$ cat config.mk
export PLATFORM = sky130hd
export DESIGN_NAME = mac_cyv_skew_feeder_flat
export DESIGN_NICKNAME = d
export VERILOG_FILES = /design/src/rtl/mac_cyv_pkg.sv /design/src/rtl/mac_cyv_skew_feeder_if.sv /design/src/rtl/mac_cyv_vec_fifo.sv /design/src/rtl/mac_cyv_skew_feeder.sv /design/src/flat_wrapper.sv
export SDC_FILE = /design/constraint.sdc
export NUM_CORES = 1
export LEC_CHECK = 0
export ABC_AREA = 1
export CORE_UTILIZATION = 62
export CTS_BUF_LIST = sky130_fd_sc_hd__clkbuf_8
export CTS_CLUSTER_SIZE = 16
export DETAILED_ROUTE_END_ITERATION = 7
export HOLD_SLACK_MARGIN = 0.12
export PLACE_DENSITY = 0.9
export SLEW_MARGIN = 20
export SYNTH_ARGS = -nofsm -noshare
export SYNTH_HDL_FRONTEND = slang
export SYNTH_HIERARCHICAL = 1
export SYNTH_SLANG_ARGS = --single-unit
$ cat constraint.sdc
create_clock -name clk -period 11.2 [get_ports clk]
set_input_delay 2.24 -clock clk [delete_from_list [all_inputs] [get_ports clk]]
set_output_delay 2.24 -clock clk [all_outputs]
set_load 0.005 [all_outputs]
$ cat src/rtl/mac_cyv_pkg.sv
// mac_cyv_pkg
//   Shared half-float definitions for the mac_cyv operand feeder slice.
//   Provides the half_t type, exponent/mantissa widths, the all-ones
//   exponent marker and a helper that spots Inf/NaN encodings.
package mac_cyv_pkg;

  localparam int HALF_EXP_W = 5;
  localparam int HALF_MAN_W = 10;

  typedef logic [HALF_EXP_W+HALF_MAN_W:0] half_t;

  localparam logic [HALF_EXP_W-1:0] HALF_EXP_MAX = 5'h1F;
  localparam half_t                 HALF_ZERO    = 16'h0000;

  // True for Inf and NaN: exponent field saturated, mantissa ignored.
  function automatic logic is_half_special(input half_t h);
    return (h[HALF_MAN_W +: HALF_EXP_W] == HALF_EXP_MAX);
  endfunction

endpackage

$ cat src/rtl/mac_cyv_skew_feeder_if.sv
// mac_cyv_skew_feeder_if
//   Input vector stream of the skew feeder (valid/ready handshake).
//   Ports: in_valid (vector offered), in_ready (feeder can accept),
//          in_data (N_LANES half-floats, lane i at [i*16 +: 16]).
//   Modports: master = producer side, slave = feeder side.
interface mac_cyv_skew_feeder_if #(
  parameter int N_LANES = 4
) ();
  import mac_cyv_pkg::*;

  logic                           in_valid;
  logic                           in_ready;
  logic [N_LANES*$bits(half_t)-1:0] in_data;

  modport master (output in_valid, output in_data, input in_ready);
  modport slave  (input in_valid, input in_data, output in_ready);
endinterface

$ cat src/rtl/mac_cyv_vec_fifo.sv
// mac_cyv_vec_fifo
//   Synchronous FIFO of DEPTH entries, each WIDTH bits wide.
//   Ports: clk, areset (async, active-high), push/wdata (write request),
//          pop (read request), rdata (head entry, valid when !empty),
//          full, empty, level (entries currently held, 0..DEPTH).
//   Requests against a full/empty FIFO are dropped; no write-to-read bypass.
module mac_cyv_vec_fifo #(
  parameter int DEPTH = 4,
  parameter int WIDTH = 64
) (
  input  logic                       clk,
  input  logic                       areset,
  input  logic                       push,
  input  logic [WIDTH-1:0]           wdata,
  input  logic                       pop,
  output logic [WIDTH-1:0]           rdata,
  output logic                       full,
  output logic                       empty,
  output logic [$clog2(DEPTH):0]     level
);
  localparam int AW = $clog2(DEPTH);
  localparam int LW = AW + 1;
  localparam logic [AW-1:0] PTR_ONE = AW'(1);
  localparam logic [LW-1:0] LVL_ONE = LW'(1);
  localparam logic [LW-1:0] LVL_MAX = LW'(DEPTH);

  logic [WIDTH-1:0] mem_r [DEPTH];
  logic [AW-1:0]    wr_ptr_r;
  logic [AW-1:0]    rd_ptr_r;
  logic [LW-1:0]    level_r;
  logic             push_s;
  logic             pop_s;

  assign full   = (level_r == LVL_MAX);
  assign empty  = (level_r == '0);
  assign level  = level_r;
  assign rdata  = mem_r[rd_ptr_r];
  assign push_s = push && !full;
  assign pop_s  = pop && !empty;

  // Storage, pointers (wrap naturally at power-of-2 DEPTH) and occupancy.
  always_ff @(posedge clk or posedge areset) begin
    if (areset) begin
      for (int k = 0; k < DEPTH; k++) mem_r[k] <= '0;
      wr_ptr_r <= '0;
      rd_ptr_r <= '0;
      level_r  <= '0;
    end else begin
      if (push_s) begin
        mem_r[wr_ptr_r] <= wdata;
        wr_ptr_r        <= wr_ptr_r + PTR_ONE;
      end
      if (pop_s) rd_ptr_r <= rd_ptr_r + PTR_ONE;
      case ({push_s, pop_s})
        2'b10:   level_r <= level_r + LVL_ONE;
        2'b01:   level_r <= level_r - LVL_ONE;
        default: level_r <= level_r;
      endcase
    end
  end
endmodule

$ cat src/rtl/mac_cyv_skew_feeder.sv
// mac_cyv_skew_feeder
//   Operand feeder for a chain of mac_cyv half-float MAC cells. Whole
//   operand vectors are buffered in a small FIFO; on each enabled cycle the
//   head vector is popped into a head register, then lane i travels through
//   i+1 skew registers so it meets the i-th MAC's chained sum. Empty cycles
//   inject +0.0 with valid low.
//   Ports: clk, areset (async, active-high), en (advance enable),
//          in_if (slave: in_valid/in_ready/in_data), out_a (skewed operands),
//          out_valid (per-lane valid), fifo_level (buffered vectors),
//          sanitize_flag (sticky Inf/NaN seen).
//   Option: MAC_CYV_FEED_SANITIZE_EN replaces Inf/NaN elements by +0.0 at
//   pop and raises sanitize_flag; without it data passes bit-exact and the
//   flag is tied low.
module mac_cyv_skew_feeder
  import mac_cyv_pkg::*;
#(
  parameter int N_LANES = 4,
  parameter int DEPTH   = 4,
  parameter int HALF_W  = 16
) (
  input  logic                        clk,
  input  logic                        areset,
  input  logic                        en,
  mac_cyv_skew_feeder_if.slave        in_if,
  output logic [N_LANES*HALF_W-1:0]   out_a,
  output logic [N_LANES-1:0]          out_valid,
  output logic [$clog2(DEPTH):0]      fifo_level,
  output logic                        sanitize_flag
);
  localparam int VW = N_LANES * HALF_W;

  logic [VW-1:0] fifo_rdata_s;
  logic          fifo_full_s;
  logic          fifo_empty_s;
  logic          pop_s;
  logic [VW-1:0] head_data_s;
  logic [VW-1:0] head_data_r;
  logic          head_valid_r;

  mac_cyv_vec_fifo #(.DEPTH(DEPTH), .WIDTH(VW)) u_fifo (
    .clk    (clk),
    .areset (areset),
    .push   (in_if.in_valid),
    .wdata  (in_if.in_data),
    .pop    (en),
    .rdata  (fifo_rdata_s),
    .full   (fifo_full_s),
    .empty  (fifo_empty_s),
    .level  (fifo_level)
  );

  assign in_if.in_ready = !fifo_full_s;
  // Pop decision uses the occupancy before this edge's push.
  assign pop_s = en && !fifo_empty_s;

`ifdef MAC_CYV_FEED_SANITIZE_EN
  logic special_s;

  // Replace Inf/NaN elements of the head vector with +0.0.
  always_comb begin
    head_data_s = fifo_rdata_s;
    special_s   = 1'b0;
    for (int i = 0; i < N_LANES; i++) begin
      if (is_half_special(fifo_rdata_s[i*HALF_W +: HALF_W])) begin
        head_data_s[i*HALF_W +: HALF_W] = HALF_ZERO;
        special_s = 1'b1;
      end else begin
        head_data_s[i*HALF_W +: HALF_W] = fifo_rdata_s[i*HALF_W +: HALF_W];
      end
    end
  end

  // Sticky flag: set on the edge a special element is popped.
  always_ff @(posedge clk or posedge areset) begin
    if (areset) begin
      sanitize_flag <= 1'b0;
    end else if (pop_s && special_s) begin
      sanitize_flag <= 1'b1;
    end
  end
`else
  assign head_data_s   = fifo_rdata_s;
  assign sanitize_flag = 1'b0;
`endif

  // Head register: popped vector or a zero bubble; frozen while en is low.
  always_ff @(posedge clk or posedge areset) begin
    if (areset) begin
      head_data_r  <= '0;
      head_valid_r <= 1'b0;
    end else if (en) begin
      head_data_r  <= pop_s ? head_data_s : '0;
      head_valid_r <= pop_s;
    end
  end

  for (genvar i = 0; i < N_LANES; i++) begin : g_lane
    logic [HALF_W-1:0] data_r [i+1];
    logic [i:0]        vld_r;

    // Lane i shift chain of i+1 stages; the last stage drives the output.
    always_ff @(posedge clk or posedge areset) begin
      if (areset) begin
        for (int k = 0; k <= i; k++) data_r[k] <= '0;
        vld_r <= '0;
      end else if (en) begin
        data_r[0] <= head_data_r[i*HALF_W +: HALF_W];
        vld_r[0]  <= head_valid_r;
        for (int k = 1; k <= i; k++) begin
          data_r[k] <= data_r[k-1];
          vld_r[k]  <= vld_r[k-1];
        end
      end
    end

    assign out_a[i*HALF_W +: HALF_W] = data_r[i];
    assign out_valid[i]              = vld_r[i];
  end
endmodule

$ cat src/flat_wrapper.sv
// flat-port wrapper written by rule: the top's interface ports become plain ports
module mac_cyv_skew_feeder_flat import mac_cyv_pkg::*;
#(
  parameter int N_LANES = 4,
  parameter int DEPTH   = 4,
  parameter int HALF_W  = 16
)
  (clk, areset, en, out_a, out_valid, fifo_level, sanitize_flag, in_if_in_valid, in_if_in_data, in_if_in_ready);
  mac_cyv_skew_feeder_if #(.N_LANES(N_LANES)) in_if_i ();
  input  logic clk;
  input  logic areset;
  input  logic en;
  output logic [N_LANES*HALF_W-1:0] out_a;
  output logic [N_LANES-1:0] out_valid;
  output logic [$clog2(DEPTH):0] fifo_level;
  output logic sanitize_flag;
  input wire logic [$bits(in_if_i.in_valid)-1:0] in_if_in_valid;
  input wire logic [$bits(in_if_i.in_data)-1:0] in_if_in_data;
  output wire logic [$bits(in_if_i.in_ready)-1:0] in_if_in_ready;
  assign in_if_i.in_valid = in_if_in_valid;
  assign in_if_i.in_data = in_if_in_data;
  assign in_if_in_ready = in_if_i.in_ready;
  mac_cyv_skew_feeder #(.N_LANES(N_LANES), .DEPTH(DEPTH), .HALF_W(HALF_W)) u_core (.clk(clk), .areset(areset), .en(en), .in_if(in_if_i), .out_a(out_a), .out_valid(out_valid), .fifo_level(fifo_level), .sanitize_flag(sanitize_flag));
endmodule
==> results of run 1 <==
-- cells in the final DEF (no fill, tap or decap), types with 4 or more instances in the layout --
cell type        Yosys  final
nor2_1             192    192
nand2_1           1152   1152
inv_1               15     36
buf_6                1      4
o21ai_1             55     55
clkinv_2             0      7
ha_4                 0      4
clkdlybuf4s50_1      0    137
nand3_4              2      4
dfrtp_1            492    491
nand4_1            257    257
o21ai_0            139    139
buf_4               62     12
nand3_1             69     69
clkbuf_8             0     96
-- stage by stage --
step | cells | cell area [µm²]
finish | 3129 | 24300
global route | 3129 | 24300
CTS | 3128 | 24200
detailed placement | 2996 | 22700
global placement | 2996 | 22700
floorplan | 2647 | 22200
-- worst max-delay path, cell delays in order --
cell and delay [ns]:
buf_6 0.49, buf_4 0.89, nand3_4 1.00, nand2_1 0.32
nand2_1 0.10
-- state kept, by name, indices dropped and copies added, names as in the netlist --
signal / count
u_core/u_fifo/level: 3
u_core/head_valid_r: 1
u_core/g_lane.data_r: 112
u_core/u_fifo/rd_ptr_r: 2
u_core/g_lane.vld_r: 4
u_core/out_a: 48
u_core/u_fifo/wr_ptr_r: 2
u_core/head_data_r: 64
u_core/u_fifo/mem_r: 256
-- worst min-delay path by stage --
stage,cells after the start,to,start
2_1_floorplan,2,u_core/u_fifo/mem_r[0],u_core/u_fifo/mem_r[0]
3_3_place_gp,2,u_core/u_fifo/mem_r[38],u_core/u_fifo/mem_r[38]
3_5_place_dp,2,u_core/u_fifo/mem_r[180],u_core/u_fifo/mem_r[180]
4_1_cts,2,u_core/g_lane[1].data_r[25],u_core/head_data_r[25]
5_1_grt,2,u_core/u_fifo/mem_r[164],u_core/u_fifo/mem_r[164]
6_report,2,u_core/g_lane[1].data_r[25],u_core/head_data_r[25]
-- metal layers --
metal / wire [µm] / share of wire, %
met5: 0 / 0
met2: 25400 / 46
met1: 22000 / 40
met3: 5920 / 11
met4: 1400 / 2.6
-- power by group through the flow --
stage,Combinational (mW),Sequential [mW],Clock (mW)
3_5_place_dp,2.26,2.96,0
6_report,2.34,2.96,1.51
4_1_cts,2.29,2.94,1.53
3_3_place_gp,2.16,2.92,0
5_1_grt,2.60,3.03,1.61
2_1_floorplan,1.80,2.81,0
-- layout make-up --
class                      count  area [µm²]
sequential                   492       12300
fill                        2550       10600
multi-input combinational   1878        8210
timing repair buffer         154        1530
clock buffer                  96        1320
tap                          455         569
clock inverter                36         230
inverter                      18        87.6
-- logic make-up after synthesis --
group	after synthesis
other cells	1
flops	492
fa+ha+maj	6
compound gates	194
buf+inv	277
xor+xnor	1
simple gates	1676
==> out/metrics.cfg, run 1 <==
[clock_tree]
clk_path_buf_depth=3
cts_tree=built
cts_resized=0
clkLatencyLatePin_ns=0.61
cts_made_buffers=75
clock_sinks=492
htreeDepth=3
cts_root_buf=clkbuf_8
clk_pin_slew_ns=0.06
holdBufCountCts=0
postCtsSetupRepairBufs=0

[floorplanning]
core_mm2=0.0349
dieWidth_um=191
dieArea_mm2=0.0365
die_h_um=191
start_util_pct=63.5
pin_count=141
core.rowCount=68

[logic_synthesis]
synth_top_family_by_area=simple AND/OR/NAND/NOR gates
synth.yosys.seq_area_share_pct=55.6
yosys_warnings=6
synth_edf_count=0
synth_ff_type=dfrtp_1
synthMuxAreaShare_pct=0
netlist-cell-type-count=26
post-synth-top-area-cell=dfrtp_1
yosys.area_share.simple_pct=31.9
synth_cells=2647
synth_common_cells=1152 x nand2_1, 492 x dfrtp_1, 257 x nand4_1
synth_fa_ha_area_share_pct=0.373
synth_xor_area_share_pct=0.0395
synth_top_cell_area_share_pct=55.6
synth.top_cells.by_area=dfrtp_1 56%, nand2_1 20%, nand4_1 7.3%
syn_nets=2721
netlist_area_mm2=0.0222
ys_seq_elements=492
avgSynthCellArea_um2=8.37
synth-async-reset-ratio_pct=100
synth_compound_area_share_pct=4.38
yosysMostFrequentCell=nand2_1

[power]
intPower_mw=4.14
irDropWorstVdd_uv=264
comb_power_share_pct=34.4
p_switching_mw=2.67
cellLeakagePower_nw=12.6
clockPowerShare_pct=22.2
power_density_mw_per_mm2=281
switching_share_pct=39.2
p_total_mw=6.81
p_seq_share_pct=43.4

[routing]
avgViaCountPerCell=5.90
drt_iter0_markers=2472
wire_per_inst_um=17.5
routed_wl_um=54700
drc=0
drt_first_pass_iters=8
postRouteAntennaNets=0
vias=18500

[critical_path]
worstSetupStartpointType=input pin
r2r_end=u_core/head_data_r[61]
worstSetupEndpoint=u_core/u_fifo/mem_r[160]
crit_start=in_if_in_valid
reg2reg_depth=6
r2r_start=u_core/u_fifo/rd_ptr_r[0]
worstPathRequired_ns=11.69
arrival_ns=5.12
reg2reg_slack_ns=7.93
crit_type=in -> reg
end_kind=flop
crit_fanout=95

[job]
maxCapViolations=0

[grt]
grt_pass1_vias=17800
track_usage_pct=30.4
use_met2_pct=47.0
grt.met1_usage_pct=41.6
antenna_found_initial=0
grt_pass1_wl_um=88700
met3_usage_pct=7.09
overflow=0
grt_max_degree=148
grt-busiest-layer=met2

[sta]
worstMarginPinSlew_ns=1.10
setup_tns_ns=0
final.period_utilization_pct=41.3
finalHoldViolCount=0
max_freq_mhz=216
slew_viol_final=0
fin_worst_skew_ns=0.0309
rsz0062_at_grt=no
setup_violations=0
hold_slack_ns=0.463
setup_ws_ns=6.57
slew_headroom_pct=26.9
fin_crit_ns=4.63

[place]
preCtsSetupSlack_ns=6.06
port_buffers=139
place_hpwl_um=29300
place_congestion=0.825

[final_layout]
syn_to_final_growth_pct=9.54
layout.nets=2693
fin_util_pct=69.6
num_antenna_cells=0
drive_above_1_share_pct=5.31

[hold_path]
hold_class=reg -> reg

[run_status]
status=finished, final reports clean

No activity file was read; power rests on OpenSTA's default activity.
==> inputs of run 2 (changes only) <==
==> constraint.sdc (replaced) <==
create_clock -name clk -period 4.7 [get_ports clk]
set_input_delay 0.94 -clock clk [delete_from_list [all_inputs] [get_ports clk]]
set_output_delay 0.94 -clock clk [all_outputs]
set_load 0.005 [all_outputs]
==> run 2 against run 1 <==
Effect of this change:
- sequential share of layout area shrank 0.19 points
- sequential cell count is the same
- utilization grew 0.26 points
- cell count grew 0.48%
- clock power grew 130%
- via count grew 1.9%
- setup slack lost 5.1 ns
- hold slack gained 0.0019 ns
- final area grew 0.37%
- wire length grew 0.78%
- critical endpoint is now in_if_in_ready
- largest power group unchanged
- highest routed layer unchanged
==> out/metrics.cfg, run 2 (synthesis results as in run 1) <==
[floorplanning]
dieWidth_um=191  ; unchanged
core.rowCount=68  ; unchanged
core_mm2=0.0349  ; unchanged
start_util_pct=63.5  ; unchanged
dieArea_mm2=0.0365  ; unchanged
pin_count=141  ; unchanged
die_h_um=191  ; unchanged

[hold_path]
hold_depth=2  ; unchanged
hold_class=reg -> reg

[critical_path]
crit_type=reg -> out
cpMostUsedCell=inv_1
cp_top_family=buffers and inverters
reg2reg_depth=6  ; unchanged
crit_path_max_incr_delay_ns=0.44  ; -0.56 ns
worstPathCellList=nor2_2 > nand2_8 > inv_1 > inv_1 > clkdlybuf4s50_1
cp.depth=5  ; unchanged
cp_slowest_cell=clkdlybuf4s50_1
worstPathRequired_ns=3.76  ; -7.93 ns
arrival_ns=2.31  ; -2.81 ns
worstSetupStartpointType=flop
critPathBufInv=3  ; +1
crit_fanout=97  ; +2.1%
end_kind=primary output

[place]
place_congestion=0.830  ; +0.63%
place_hpwl_um=31100  ; +6.1%
preCtsSetupSlack_ns=1.95  ; -4.10 ns
port_buffers=139  ; unchanged

[sta]
slew_viol_final=0  ; unchanged
setup_violations=0  ; unchanged
setup_tns_ns=0  ; unchanged
slew_headroom_pct=31.8  ; +4.9 points
fin_crit_ns=3.25
finalHoldViolCount=0  ; unchanged
max_freq_mhz=308
setup_ws_ns=1.45  ; -5.12 ns
fin_worst_skew_ns=0.0402  ; +0.00931 ns
rsz0062_at_grt=no
worstMarginPinSlew_ns=1.02  ; -0.0731 ns
final.period_utilization_pct=69.1

[clock_tree]
clk_path_buf_depth=3  ; unchanged
cts_resized=0  ; unchanged
holdBufCountCts=0  ; unchanged
postCtsSetupRepairBufs=0  ; unchanged
cts_made_buffers=78  ; +4.0%
clk_pin_slew_ns=0.06  ; about the same
clkLatencyLatePin_ns=0.62  ; about the same
clock_sinks=492  ; unchanged
cts_root_buf=clkbuf_8
cts_tree=built
htreeDepth=3  ; unchanged

[grt]
grt_pass1_vias=18200  ; +2.1%
grt_max_degree=137  ; -7.4%
grt_pass1_wl_um=91100  ; +2.7%
overflow=0  ; unchanged
antenna_found_initial=2  ; +2
track_usage_pct=31.2  ; +0.76 points

[final_layout]
fin_util_pct=69.8  ; +0.26 points
regArea_mm2=0.0123  ; unchanged
syn_to_final_growth_pct=9.95
drive_above_1_share_pct=5.69  ; +0.38 points
most-common-layout-cells=1152 x nand2_1, 491 x dfrtp_1, 257 x nand4_1
multi_input_area_mm2=0.00820  ; -0.18%
largestRegisters=u_core/u_fifo/mem_r: 256 flops, u_core/g_lane.data_r: 112 flops, u_core/head_data_r: 64 flops
largest_reg_flops=256  ; unchanged
layout.nets=2708  ; +0.56%
final_common_cell=nand2_1
fill_cells=2489  ; -2.4%
top_register=u_core/u_fifo/mem_r

[routing]
postRouteAntennaNets=0  ; unchanged
wire_per_inst_um=17.5  ; +0.30%
avgViaCountPerCell=5.99  ; +1.4%
drt_first_pass_iters=8  ; unchanged
drt_iter0_markers=2454  ; -0.73%
drc=0  ; unchanged
vias=18800  ; +1.9%
routed_wl_um=55100  ; +0.78%

[power]
cellLeakagePower_nw=12.7  ; +0.40%
irDropWorstVdd_uv=779  ; +200%
power_density_mw_per_mm2=665  ; +140%

[run_status]
status=finished, final reports clean

[job]
maxCapViolations=0  ; unchanged

## run 2: changes by cell type in the layout (fill, tap and decap cells not counted), sizes merged
cell,before,now
clkinv,7,6
inv,42,43
clkinvlp,2,4
buf,17,29
diode,0,2
bufinv,3,0
clkbuf,96,98
## run 2: layout make-up
cell class / count / share of cell area (%)
sequential: 492 / 50.6
multi-input combinational: 1878 / 33.6
timing repair buffer: 166 / 6.93
clock buffer: 98 / 5.54
tap: 455 / 2.34
clock inverter: 35 / 0.637
inverter: 18 / 0.334
antenna: 2 / 0.0205
## run 2: report_power, final
group | internal [mW] | total [mW] | switching [mW]
registers | 5.97 | 7.06 | 1.10
clock network | 1.87 | 3.49 | 1.62
logic | 1.95 | 5.64 | 3.70
## run 2: metrics by stage
| stage | cell area (µm²) | hold WS (ns) | std cells | power, mW |
|---|---|---|---|---|
| floorplan | 22200 | 0.437 | 2647 | 11.0 |
| CTS | 24300 | 0.467 | 3142 | 16.1 |
| detailed placement | 22800 | 0.453 | 3009 | 12.6 |
| global placement | 22800 | 0.448 | 3009 | 12.2 |
| global route | 24400 | 0.486 | 3144 | 17.2 |
| finish | 24400 | 0.465 | 3144 | 16.2 |
## run 2: tightest hold or removal path: stages (launching register included)
cell	delay, ns
dfrtp_1	0.33
nand2_1	0.05
nand2_1	0.05
## run 2: path summary, 6_finish.rpt
| kind | from | end | slack (ns) |
|---|---|---|---|
| hold / removal | u_core/u_fifo/mem_r[39] | u_core/u_fifo/mem_r[39] | 0.46 |
| min in group asynchronous | areset | u_core/u_fifo/mem_r[82] | 0.87 |
| setup / recovery | u_core/u_fifo/level[1] | in_if_in_ready | 1.45 |
| hold reg to reg | u_core/u_fifo/mem_r[39] | u_core/u_fifo/mem_r[39] | 0.46 |
| setup reg to reg | u_core/u_fifo/rd_ptr_r[0] | u_core/head_data_r[60] | 2.14 |
| max in group asynchronous | areset | u_core/u_fifo/mem_r[90] | 2.75 |
## run 2: metal layers
layer / share of wire [%] / global-route usage [%] / wire (µm)
met1: 40 / 43.9 / 22200
met2: 46 / 47.5 / 25600
met3: 11 / 6.65 / 5970
met4: 2.5 / 12.4 / 1390
met5: 0 / 0 / 0
